<file path="config.mk">
export PLATFORM = sky130hd
export DESIGN_NAME = ram_rr_arbiter_flat
export DESIGN_NICKNAME = d
export VERILOG_FILES = /design/src/rtl/ram_rr_arbiter_if.sv /design/src/rtl/ram_rr_arbiter.sv /design/src/flat_wrapper.sv
export SDC_FILE = /design/constraint.sdc
export NUM_CORES = 1
export LEC_CHECK = 0
export ABC_CLOCK_PERIOD_IN_PS = 7130
export CAP_MARGIN = 40
export CORE_AREA = 5 5 104 106
export DETAILED_ROUTE_END_ITERATION = 6
export DIE_AREA = 0 0 109 111
export HOLD_SLACK_MARGIN = 0.06
export PLACE_DENSITY = 0.82
export SETUP_SLACK_MARGIN = 0.1
export SKIP_LAST_GASP = 1
export SYNTH_ARGS = -nofsm -noshare
export SYNTH_HDL_FRONTEND = slang
export SYNTH_SLANG_ARGS = --single-unit
</file>
<file path="constraint.sdc">
create_clock -name clk -period 7.13 [get_ports clk]
set_input_delay 1.7825 -clock clk [delete_from_list [all_inputs] [get_ports clk]]
set_output_delay 1.7825 -clock clk [all_outputs]
set_load 0.1 [all_outputs]
</file>
<file path="src/rtl/ram_rr_arbiter_if.sv">
// Requester and RAM-port bundle for ram_rr_arbiter.
// slave is the arbiter side; master is the requesters plus the RAM.
interface ram_rr_arbiter_if #(
    parameter int unsigned NUM_REQ   = 4,
    parameter int unsigned WIDTH_G   = 32,
    parameter int unsigned ADDRWIDTH = 6
);
    logic [NUM_REQ-1:0]           req_valid;
    logic [NUM_REQ-1:0]           req_ready;
    logic [NUM_REQ-1:0]           req_we;
    logic [NUM_REQ-1:0]           req_lock;
    logic [NUM_REQ*ADDRWIDTH-1:0] req_addr;
    logic [NUM_REQ*WIDTH_G-1:0]   req_wdata;
    logic [NUM_REQ-1:0]           rsp_valid;
    logic [WIDTH_G-1:0]           rsp_data;
    logic                         ram_en;
    logic                         ram_we;
    logic [ADDRWIDTH-1:0]         ram_addr;
    logic [WIDTH_G-1:0]           ram_di;
    logic [WIDTH_G-1:0]           ram_do;

    modport slave (
        input  req_valid, req_we, req_lock, req_addr, req_wdata, ram_do,
        output req_ready, rsp_valid, rsp_data, ram_en, ram_we, ram_addr, ram_di
    );

    modport master (
        output req_valid, req_we, req_lock, req_addr, req_wdata, ram_do,
        input  req_ready, rsp_valid, rsp_data, ram_en, ram_we, ram_addr, ram_di
    );
endinterface

</file>
<file path="src/rtl/ram_rr_arbiter.sv">
// Round-robin arbiter sharing one block-RAM port among NUM_REQ requesters,
// with burst locking capped at MAX_BURST grants and in-order read return.
module ram_rr_arbiter #(
    parameter int unsigned NUM_REQ   = 4,
    parameter int unsigned WIDTH_G   = 32,
    parameter int unsigned ADDRWIDTH = 6,
    parameter int unsigned MAX_BURST = 8,
    parameter int unsigned IDW       = 2
) (
    input logic              clk,
    input logic              rst_n,
    ram_rr_arbiter_if.slave  bus
);
    localparam int unsigned BW = $clog2(MAX_BURST + 1);

    logic [IDW-1:0] ptr;
    logic [IDW-1:0] owner;
    logic [IDW-1:0] rspId;
    logic [IDW-1:0] grantIdx;
    logic [IDW-1:0] nextIdx;
    logic           ownerVld;
    logic           rspPend;
    logic           grantVld;
    logic           lockHeld;
    logic           lockCont;
    logic [BW-1:0]  burstCnt;
    logic [BW-1:0]  curCnt;

    // A lock only counts while its owner keeps requesting; otherwise the count restarts.
    assign lockHeld = ownerVld && bus.req_valid[owner];
    assign curCnt   = lockHeld ? burstCnt : '0;
    assign lockCont = bus.req_lock[grantIdx] && (32'(curCnt) + 32'd1 < MAX_BURST);
    assign nextIdx  = (32'(grantIdx) + 32'd1 >= NUM_REQ) ? '0 : grantIdx + 1'b1;

    always_comb begin
        int unsigned idx;
        idx      = 0;
        grantVld = 1'b0;
        grantIdx = '0;
        if (lockHeld) begin
            grantVld = 1'b1;
            grantIdx = owner;
        end else begin
            for (int unsigned k = 0; k < NUM_REQ; k++) begin
                idx = 32'(ptr) + k;
                if (idx >= NUM_REQ) idx = idx - NUM_REQ;
                if (!grantVld && bus.req_valid[idx]) begin
                    grantVld = 1'b1;
                    grantIdx = IDW'(idx);
                end
            end
        end
    end

    // Gated by rst_n so nothing is issued while reset is held.
    assign bus.ram_en    = grantVld && rst_n;
    assign bus.req_ready = bus.ram_en ? (NUM_REQ'(1) << grantIdx) : '0;
    assign bus.ram_we    = bus.ram_en && bus.req_we[grantIdx];
    assign bus.ram_addr  = bus.req_addr[32'(grantIdx)*ADDRWIDTH +: ADDRWIDTH];
    assign bus.ram_di    = bus.req_wdata[32'(grantIdx)*WIDTH_G +: WIDTH_G];
    assign bus.rsp_valid = (rspPend && rst_n) ? (NUM_REQ'(1) << rspId) : '0;
    assign bus.rsp_data  = bus.ram_do;

    always_ff @(posedge clk or negedge rst_n) begin
        if (!rst_n) begin
            ptr      <= '0;
            owner    <= '0;
            ownerVld <= 1'b0;
            burstCnt <= '0;
            rspPend  <= 1'b0;
            rspId    <= '0;
        end else begin
            rspPend <= grantVld && !bus.req_we[grantIdx];
            rspId   <= grantIdx;
            if (grantVld && lockCont) begin
                owner    <= grantIdx;
                ownerVld <= 1'b1;
                burstCnt <= curCnt + 1'b1;
            end else begin
                ownerVld <= 1'b0;
                burstCnt <= '0;
                if (grantVld) ptr <= nextIdx;
            end
        end
    end
endmodule

</file>
<file path="src/flat_wrapper.sv">
// flat-port wrapper written by rule: the top's interface ports become plain ports
module ram_rr_arbiter_flat 
#(
    parameter int unsigned NUM_REQ   = 4,
    parameter int unsigned WIDTH_G   = 32,
    parameter int unsigned ADDRWIDTH = 6,
    parameter int unsigned MAX_BURST = 8,
    parameter int unsigned IDW       = 2
)
  (clk, rst_n, bus_req_valid, bus_req_we, bus_req_lock, bus_req_addr, bus_req_wdata, bus_ram_do, bus_req_ready, bus_rsp_valid, bus_rsp_data, bus_ram_en, bus_ram_we, bus_ram_addr, bus_ram_di);
  ram_rr_arbiter_if #(.NUM_REQ(NUM_REQ), .WIDTH_G(WIDTH_G), .ADDRWIDTH(ADDRWIDTH)) bus_i ();
  input logic clk;
  input logic rst_n;
  input wire logic [$bits(bus_i.req_valid)-1:0] bus_req_valid;
  input wire logic [$bits(bus_i.req_we)-1:0] bus_req_we;
  input wire logic [$bits(bus_i.req_lock)-1:0] bus_req_lock;
  input wire logic [$bits(bus_i.req_addr)-1:0] bus_req_addr;
  input wire logic [$bits(bus_i.req_wdata)-1:0] bus_req_wdata;
  input wire logic [$bits(bus_i.ram_do)-1:0] bus_ram_do;
  output wire logic [$bits(bus_i.req_ready)-1:0] bus_req_ready;
  output wire logic [$bits(bus_i.rsp_valid)-1:0] bus_rsp_valid;
  output wire logic [$bits(bus_i.rsp_data)-1:0] bus_rsp_data;
  output wire logic [$bits(bus_i.ram_en)-1:0] bus_ram_en;
  output wire logic [$bits(bus_i.ram_we)-1:0] bus_ram_we;
  output wire logic [$bits(bus_i.ram_addr)-1:0] bus_ram_addr;
  output wire logic [$bits(bus_i.ram_di)-1:0] bus_ram_di;
  assign bus_i.req_valid = bus_req_valid;
  assign bus_i.req_we = bus_req_we;
  assign bus_i.req_lock = bus_req_lock;
  assign bus_i.req_addr = bus_req_addr;
  assign bus_i.req_wdata = bus_req_wdata;
  assign bus_i.ram_do = bus_ram_do;
  assign bus_req_ready = bus_i.req_ready;
  assign bus_rsp_valid = bus_i.rsp_valid;
  assign bus_rsp_data = bus_i.rsp_data;
  assign bus_ram_en = bus_i.ram_en;
  assign bus_ram_we = bus_i.ram_we;
  assign bus_ram_addr = bus_i.ram_addr;
  assign bus_ram_di = bus_i.ram_di;
  ram_rr_arbiter #(.NUM_REQ(NUM_REQ), .WIDTH_G(WIDTH_G), .ADDRWIDTH(ADDRWIDTH), .MAX_BURST(MAX_BURST), .IDW(IDW)) u_core (.clk(clk), .rst_n(rst_n), .bus(bus_i));
endmodule
</file>
# Yosys cells after proc, flatten, opt, wreduce, memory -nomap -nowiden
# Index checks and enable logic that the tools add are counted.
totals:
  input_bits: 198
  ff_bits: 12
op_classes:
  order_cmp: 12
  n_shift: 4
  addsub: 11
  n_mux: 41
  mul: 1
  bitwise: 1
  reduce_logical: 15
op_table:
  columns: ["op", "count"]
  rows:
  - ["32-bit 2-to-1 mux", 8]
  - ["32-bit by 3-bit greater-or-equal comparator with 1-bit output, second input constant", 4]
  - ["32-bit by 3-bit < comparator with 1-bit output, second input constant", 4]
  - ["128-bit by 8-bit variable part select with 32-bit output", 1]
  - ["32-bit by 3-bit subtractor with 32-bit output, second input constant", 3]
  - ["32-bit by 4-bit < comparator with 1-bit output, second input constant", 1]
  - ["24-bit by 6-bit variable part select with 6-bit output", 1]
  - ["1-bit 2-to-1 mux", 16]
  - ["4-bit 2-to-1 mux", 4]
  - ["1-bit binary-select mux with 2-bit select", 7]
  - ["2-bit 2-to-1 mux", 6]
  - ["1-bit logical AND", 10]
  - ["1-bit by 2-bit << shifter with 4-bit output, first input constant", 2]
  - ["2-bit by 1-bit adder with 3-bit output, second input constant", 2]
  - ["2-bit by 2-bit adder with 3-bit output, second input constant", 2]
  - ["2-bit by 3-bit < comparator with 1-bit output, second input constant", 2]
  - ["4-bit by 1-bit adder with 5-bit output, second input constant", 1]
  - ["4-bit by 1-bit adder with 4-bit output, second input constant", 1]
  - ["1-bit zero test", 4]
  - ["2-bit by 2-bit multiplier with 4-bit output, second input constant", 1]
  - ["2-bit by 3-bit subtractor with 4-bit output, second input constant", 1]
  - ["2-bit by 3-bit greater-or-equal comparator with 1-bit output, second input constant", 1]
  - ["2-bit by 1-bit adder with 2-bit output, second input constant", 1]
  - ["2-bit AND reduction", 1]
  - ["1-bit NOT", 1]

# Depth between registers and ports, before layout
logic_depth:
  ltp_word: 26
  ltp_mapped: 10
  ltp_nobuf: 10

# Worst setup path after synthesis
# OpenSTA, ideal clock, no wires.
synth_timing:
  kind: "input -> output"
  from: "input port bus_req_valid[3]"
  to: "output port bus_ram_di[13]"
  setup_slack_ns: 0.737
  stages: 5
  t_required_ns: 5.347
  arrival_ns: 4.610
  path_cell_list: "mux2i_1 o22ai_4 mux2i_4 buf_1 mux2i_1"
synth_via:
  elab_chain_cells: 17
synth_lines:
  columns: ["element", "line_no", "text"]
  rows:
  - ["from (decl)", "flat_wrapper.sv:14", "input wire logic [$bits(bus_i.req_valid)-1:0] bus_req_valid;"]
  - ["1-bit binary-select mux with 2-bit select", "ram_rr_arbiter.sv:47", "if (!grantVld && bus.req_valid[idx]) begin"]
  - ["1-bit 2-to-1 mux (not written as such)", "ram_rr_arbiter.sv:47", null]
  - ["1-bit 2-to-1 mux", "ram_rr_arbiter.sv:47", null]
  - ["1-bit 2-to-1 mux", "ram_rr_arbiter.sv:40", "if (lockHeld) begin"]
  - ["1-bit zero test", "ram_rr_arbiter.sv:47", null]
  - ["1-bit logical AND", "ram_rr_arbiter.sv:47", null]
  - ["1-bit 2-to-1 mux", "ram_rr_arbiter.sv:47", null]
  - ["1-bit 2-to-1 mux", "ram_rr_arbiter.sv:40", null]
  - ["1-bit zero test", "ram_rr_arbiter.sv:47", null]
  - ["1-bit logical AND", "ram_rr_arbiter.sv:47", null]
  - ["1-bit 2-to-1 mux", "ram_rr_arbiter.sv:47", null]
  - ["1-bit 2-to-1 mux", "ram_rr_arbiter.sv:40", null]
  - ["1-bit zero test", "ram_rr_arbiter.sv:47", null]
  - ["1-bit logical AND", "ram_rr_arbiter.sv:47", null]
  - ["2-bit 2-to-1 mux", "ram_rr_arbiter.sv:47", null]
  - ["2-bit 2-to-1 mux (*)", "ram_rr_arbiter.sv:40", null]
  - ["128-bit by 8-bit variable part select with 32-bit output (*)", "ram_rr_arbiter.sv:60", "assign bus.ram_di = bus.req_wdata[32'(grantIdx)*WIDTH_G +: WIDTH_G];"]
  - ["to (decl)", "flat_wrapper.sv:26", "output wire logic [$bits(bus_i.ram_di)-1:0] bus_ram_di;"]
# Mark *: on every way between the ends. The rest lies on a longest branch, timed or not. The select of a mux whose other input is x is not followed.

# Worst setup path in the final report
layout_timing:
  from: "input port bus_req_valid[0]"
  to: "output port bus_req_ready[3]"
layout_via:
  elab_chain_cells: 18
layout_lines:
  columns: ["element", "line_no", "text"]
  rows:
  - ["1-bit binary-select mux with 2-bit select", "ram_rr_arbiter.sv:47", null]
  - ["1-bit 2-to-1 mux (not written as such)", "ram_rr_arbiter.sv:47", null]
  - ["1-bit 2-to-1 mux", "ram_rr_arbiter.sv:47", null]
  - ["1-bit 2-to-1 mux", "ram_rr_arbiter.sv:40", null]
  - ["1-bit zero test", "ram_rr_arbiter.sv:47", null]
  - ["1-bit logical AND", "ram_rr_arbiter.sv:47", null]
  - ["1-bit 2-to-1 mux", "ram_rr_arbiter.sv:47", null]
  - ["1-bit 2-to-1 mux", "ram_rr_arbiter.sv:40", null]
  - ["[3 not listed]", null, null]
  - ["1-bit 2-to-1 mux", "ram_rr_arbiter.sv:40", null]
  - ["1-bit zero test", "ram_rr_arbiter.sv:47", null]
  - ["1-bit logical AND", "ram_rr_arbiter.sv:47", null]
  - ["2-bit 2-to-1 mux", "ram_rr_arbiter.sv:47", null]
  - ["2-bit 2-to-1 mux (*)", "ram_rr_arbiter.sv:40", null]
  - ["net u_core.grantIdx[0]", "ram_rr_arbiter.sv:19", "logic [IDW-1:0] grantIdx;"]
  - ["1-bit by 2-bit << shifter with 4-bit output (*)", "ram_rr_arbiter.sv:57", "assign bus.req_ready = bus.ram_en ? (NUM_REQ'(1) << grantIdx) : '0;"]
  - ["4-bit 2-to-1 mux (*)", "ram_rr_arbiter.sv:57", null]
  - ["to (decl)", "flat_wrapper.sv:20", "output wire logic [$bits(bus_i.req_ready)-1:0] bus_req_ready;"]
# Mark *: on every way through the listed nets, which the timed path passes. The rest lies on a longest branch. The select of a mux whose other input is x is not followed.

==> results.md <==
* Dominant combinational cell family by area after synthesis: multiplexers
* Clock skew at 0.001645 ns
* Fraction of the mapped netlist area in simple logic gates at 0.08578
* DRT antenna net count at 0
* Number of pins with negative max-slew slack in the final report at 0
* Cell internal power dissipation at 769.6 uW
* Total Negative Setup Slacks at 0 ns
* Relative contribution of sequential cells to total power at 0.050
* H-tree Lvls at 1
* Routability congestion estimate at 0.8131
* ANT cells at 0
* Worst hold-check path type: flip-flop to flip-flop
* Non-filler cells, final at 560
* CTS root buffer: sky130_fd_sc_hd__clkbuf_8
* Switching part of the total at 0.6898
* Residual DRC count at 0
* CP Capture Type: primary output
* DR vias at 2598
* Number of nets at the end of the flow at 631
* Leakage power of the design at a little over 2 nW
* Max IR drop VDD at 451.2 uV
* Multiplexer area fraction after synthesis at 0.5407
* Clock network fraction of design power at 0.031
* Result of the run: completed
* Overall track demand over capacity in global routing at 0.1496
* Power Dens Cells at 576.7 mW/mm^2
* Initial detailed-routing violation count at 48
* Number of violations of the max-capacitance limit at 0
* Final standard cell utilization of the core at 0.4442
* Die outline area at 0.01210 sq mm
* Area of the mapped netlist at about 0.0023 sq mm
* Total congestion overflow at 0
* Cells resized by post-CTS repair at 0
* Fraction of the mapped netlist area in compound gates at 0.06406
* Area Overhead vs Synth at 86.65%
* Area share of fa/ha/maj cells after synthesis at 0.02714
* Clk sink count at 12
* Buffer depth of the longest clock path at 2
* Synthesized area divided by synthesized cell count at about 9.3 sq um
* Shortest clock period the worst path allows after layout at 6.129 ns
* Effective utilization at floorplan at 0.2380
* Combinational cell fraction of total power at 0.919
* Largest cells by area after synthesis: sky130_fd_sc_hd__mux2i_1 52%, sky130_fd_sc_hd__dfrtp_1 13%, sky130_fd_sc_hd__buf_4 11%, sky130_fd_sc_hd__ha_1 2.7%, sky130_fd_sc_hd__buf_2 2.0%
* TritonCTS clock tree: yes
* Proportion of register bits with asynchronous set or reset after synthesis at 1.000
* NetSw at 1.711 mW
* Register area at 300.3 sq um
* First-pass GRT wire length at 14500 um
* Multi-input gate area in the final layout at 0.001674 sq mm
* Die Wd at 109 um
* Routed WL at about 9700 um
* Worst slew slack as a fraction of its limit at 0.5555
* Total core area at 0.009684 sq mm
* Estimated wirelength of the detail-placed design at 8322 um
* Number of distinct library cells after synthesis at 37
* Net count after synthesis at 452
* Post-CTS setup buffer count at 0
* Required time at the worst-slack endpoint at 5.35 ns
* Average wire per standard cell at 17.23 um
* Number of vias per cell after detailed routing at between 4 and 5
* Post-synthesis register bit count at 12
* CP Data Arrival Time at 4.35 ns
* Source-to-sink clock delay at the later pin of the worst-skew pair at about 0.24 ns
* Cts hold-fix bufs at 0
* Dominant synthesized flop cell: sky130_fd_sc_hd__dfrtp_1
* Die boundary height at roughly 110 um
* Highest Clock Rate at 0.1631 GHz
* Final period util at 0.8597
* Unrepaired setup endpoints after global routing: no
* Xor/xnor share of the synthesized area at 0.003800
* Final Hold Violating Endpoints at 0
* Filler cells at approximately 930
* Number of port buffers at 213
* Post-Place Cells at around 560
* Maximum number of pins on one net before global-route repair at 43
* Clock-pin slew reported for the worst setup and hold paths after clock tree synthesis at 0.06 ns
* Fraction of final layout cells sized beyond drive strength 1 at 0.1522
* Number of clock buffers inserted by TritonCTS at 3
* Number of enable flip-flop cells after synthesis at 0
* Number of instances in the synthesized netlist at 249
* Via count of the first global-routing pass at 2818
* Category of the most critical setup path: primary input to primary output
* Startpoint type of the worst setup path: primary input
* Biggest fanout along the worst timing path at 22
* Number of core rows at 36
* # IOs at 278
* Final setup vio count at 0
* Top-area cell type share of the netlist area at 0.5212
* Area leader, netlist: sky130_fd_sc_hd__mux2i_1
* First-pass iteration count of the detailed router at 4
* Count of warnings emitted by yosys at 0
* Antenna violations before repair at 1
* Share of the yosys chip area belonging to registers at 0.1303
* Least-Margin Pin Slew at 0.6668 ns
-- metrics by stage --
stage	setup slack [ns]	power [mW]	hold slack (ns)	area, sq um
6_report	1.001	2.481	0.5779	4302
3_5_place_dp	1.017	2.411	0.5635	4247
2_1_floorplan	0.7371	2.025	0.5118	2305
3_3_place_gp	1.081	2.388	0.5554	4232
4_1_cts	1.011	2.492	0.5731	4302
5_1_grt	0.8499	2.572	0.6185	4302
-- state kept, by name (all words and copies together), names as in the netlist --
signal and cells:
u_core.rspPend 1, u_core.owner 2, u_core.rspId 2, u_core.ptr 2
u_core.burstCnt 4, u_core.ownerVld 1
-- worst paths after layout --
kind	start	endpoint	slack [ns]	cells after the start
hold reg to reg	u_core.owner[1]	u_core.owner[1]	0.58	2
setup / recovery	bus_req_valid[0]	bus_req_ready[3]	1.00	9
setup reg to reg	u_core.owner[0]	u_core.ptr[1]	3.94	10
max in group asynchronous	rst_n	u_core.burstCnt[2]	5.10	2
min in group asynchronous	rst_n	u_core.ptr[0]	1.86	2
hold / removal	u_core.owner[1]	u_core.owner[1]	0.58	2
-- placed cells by master (no fill, tap or decap), types with 2 or more instances in the layout --
master / synthesis / routed
sky130_fd_sc_hd__o21ai_0: 4 / 4
sky130_fd_sc_hd__a21oi_1: 5 / 5
sky130_fd_sc_hd__and2_1: 5 / 5
sky130_fd_sc_hd__and3_1: 5 / 5
sky130_fd_sc_hd__clkdlybuf4s50_1: 0 / 166
sky130_fd_sc_hd__mux2_1: 2 / 2
sky130_fd_sc_hd__o221ai_1: 2 / 2
sky130_fd_sc_hd__inv_1: 6 / 6
sky130_fd_sc_hd__nand2_1: 4 / 4
sky130_fd_sc_hd__buf_4: 35 / 51
sky130_fd_sc_hd__clkbuf_8: 0 / 4
sky130_fd_sc_hd__mux2i_1: 120 / 120
sky130_fd_sc_hd__nor2_1: 5 / 4
sky130_fd_sc_hd__dfrtp_1: 12 / 12
sky130_fd_sc_hd__nand3_1: 7 / 7
sky130_fd_sc_hd__nor3_1: 2 / 2
sky130_fd_sc_hd__ha_1: 5 / 5
-- power by group through the flow --
stage	logic [mW]	clock network, mW	registers (mW)
CTS	2.29	0.0765	0.124
global route	2.36	0.0796	0.128
global placement	2.26	0	0.124
finish	2.28	0.0759	0.125
detailed placement	2.29	0	0.125
floorplan	1.91	0	0.113
-- cell type report --
class                   count  share of cell area
repair buffers            219              0.4834
well taps                 133             0.03869
inverters                   7            0.006108
multi-input cells         185              0.3892
flip-flops and latches     12             0.06981
clock buffers               4             0.01280
-- worst max-delay path, cell delays in order --
cell	delay, ns
sky130_fd_sc_hd__clkdlybuf4s50_1	0.59
sky130_fd_sc_hd__mux2i_1	0.18
sky130_fd_sc_hd__o22ai_4	0.29
sky130_fd_sc_hd__mux2i_4	0.28
sky130_fd_sc_hd__buf_4	0.38
sky130_fd_sc_hd__inv_1	0.21
sky130_fd_sc_hd__ha_1	0.24
sky130_fd_sc_hd__and3_1	0.16
sky130_fd_sc_hd__buf_4	0.23
-- routing by layer --
layer	share of wire	global-route usage	routed length, um
met3	0.10	0.05708	1010
met5	0.0013	0	13
met4	0.030	0.05051	294
met2	0.54	0.2813	5174
met1	0.33	0.1454	3157
-- cells by family after synthesis --
group,after synthesis
xor+xnor,1
simple gates,36
other cells,1
fa+ha+maj,5
compound gates,19
buf+inv,52
mux,123
flops,12
-- cell usage after synthesis (all sizes together) (2+ instances only) --
master  instances
a21oi           5
nand2           4
mux2            2
buf            45
inv             7
o22ai           2
dfrtp          12
or2             2
ha              5
o21ai           4
nand3           7
nor2            5
nor3            2
mux2i         121
o221ai          2
and2            5
and3            5
Note: power is estimated with default switching activity, not from simulation.
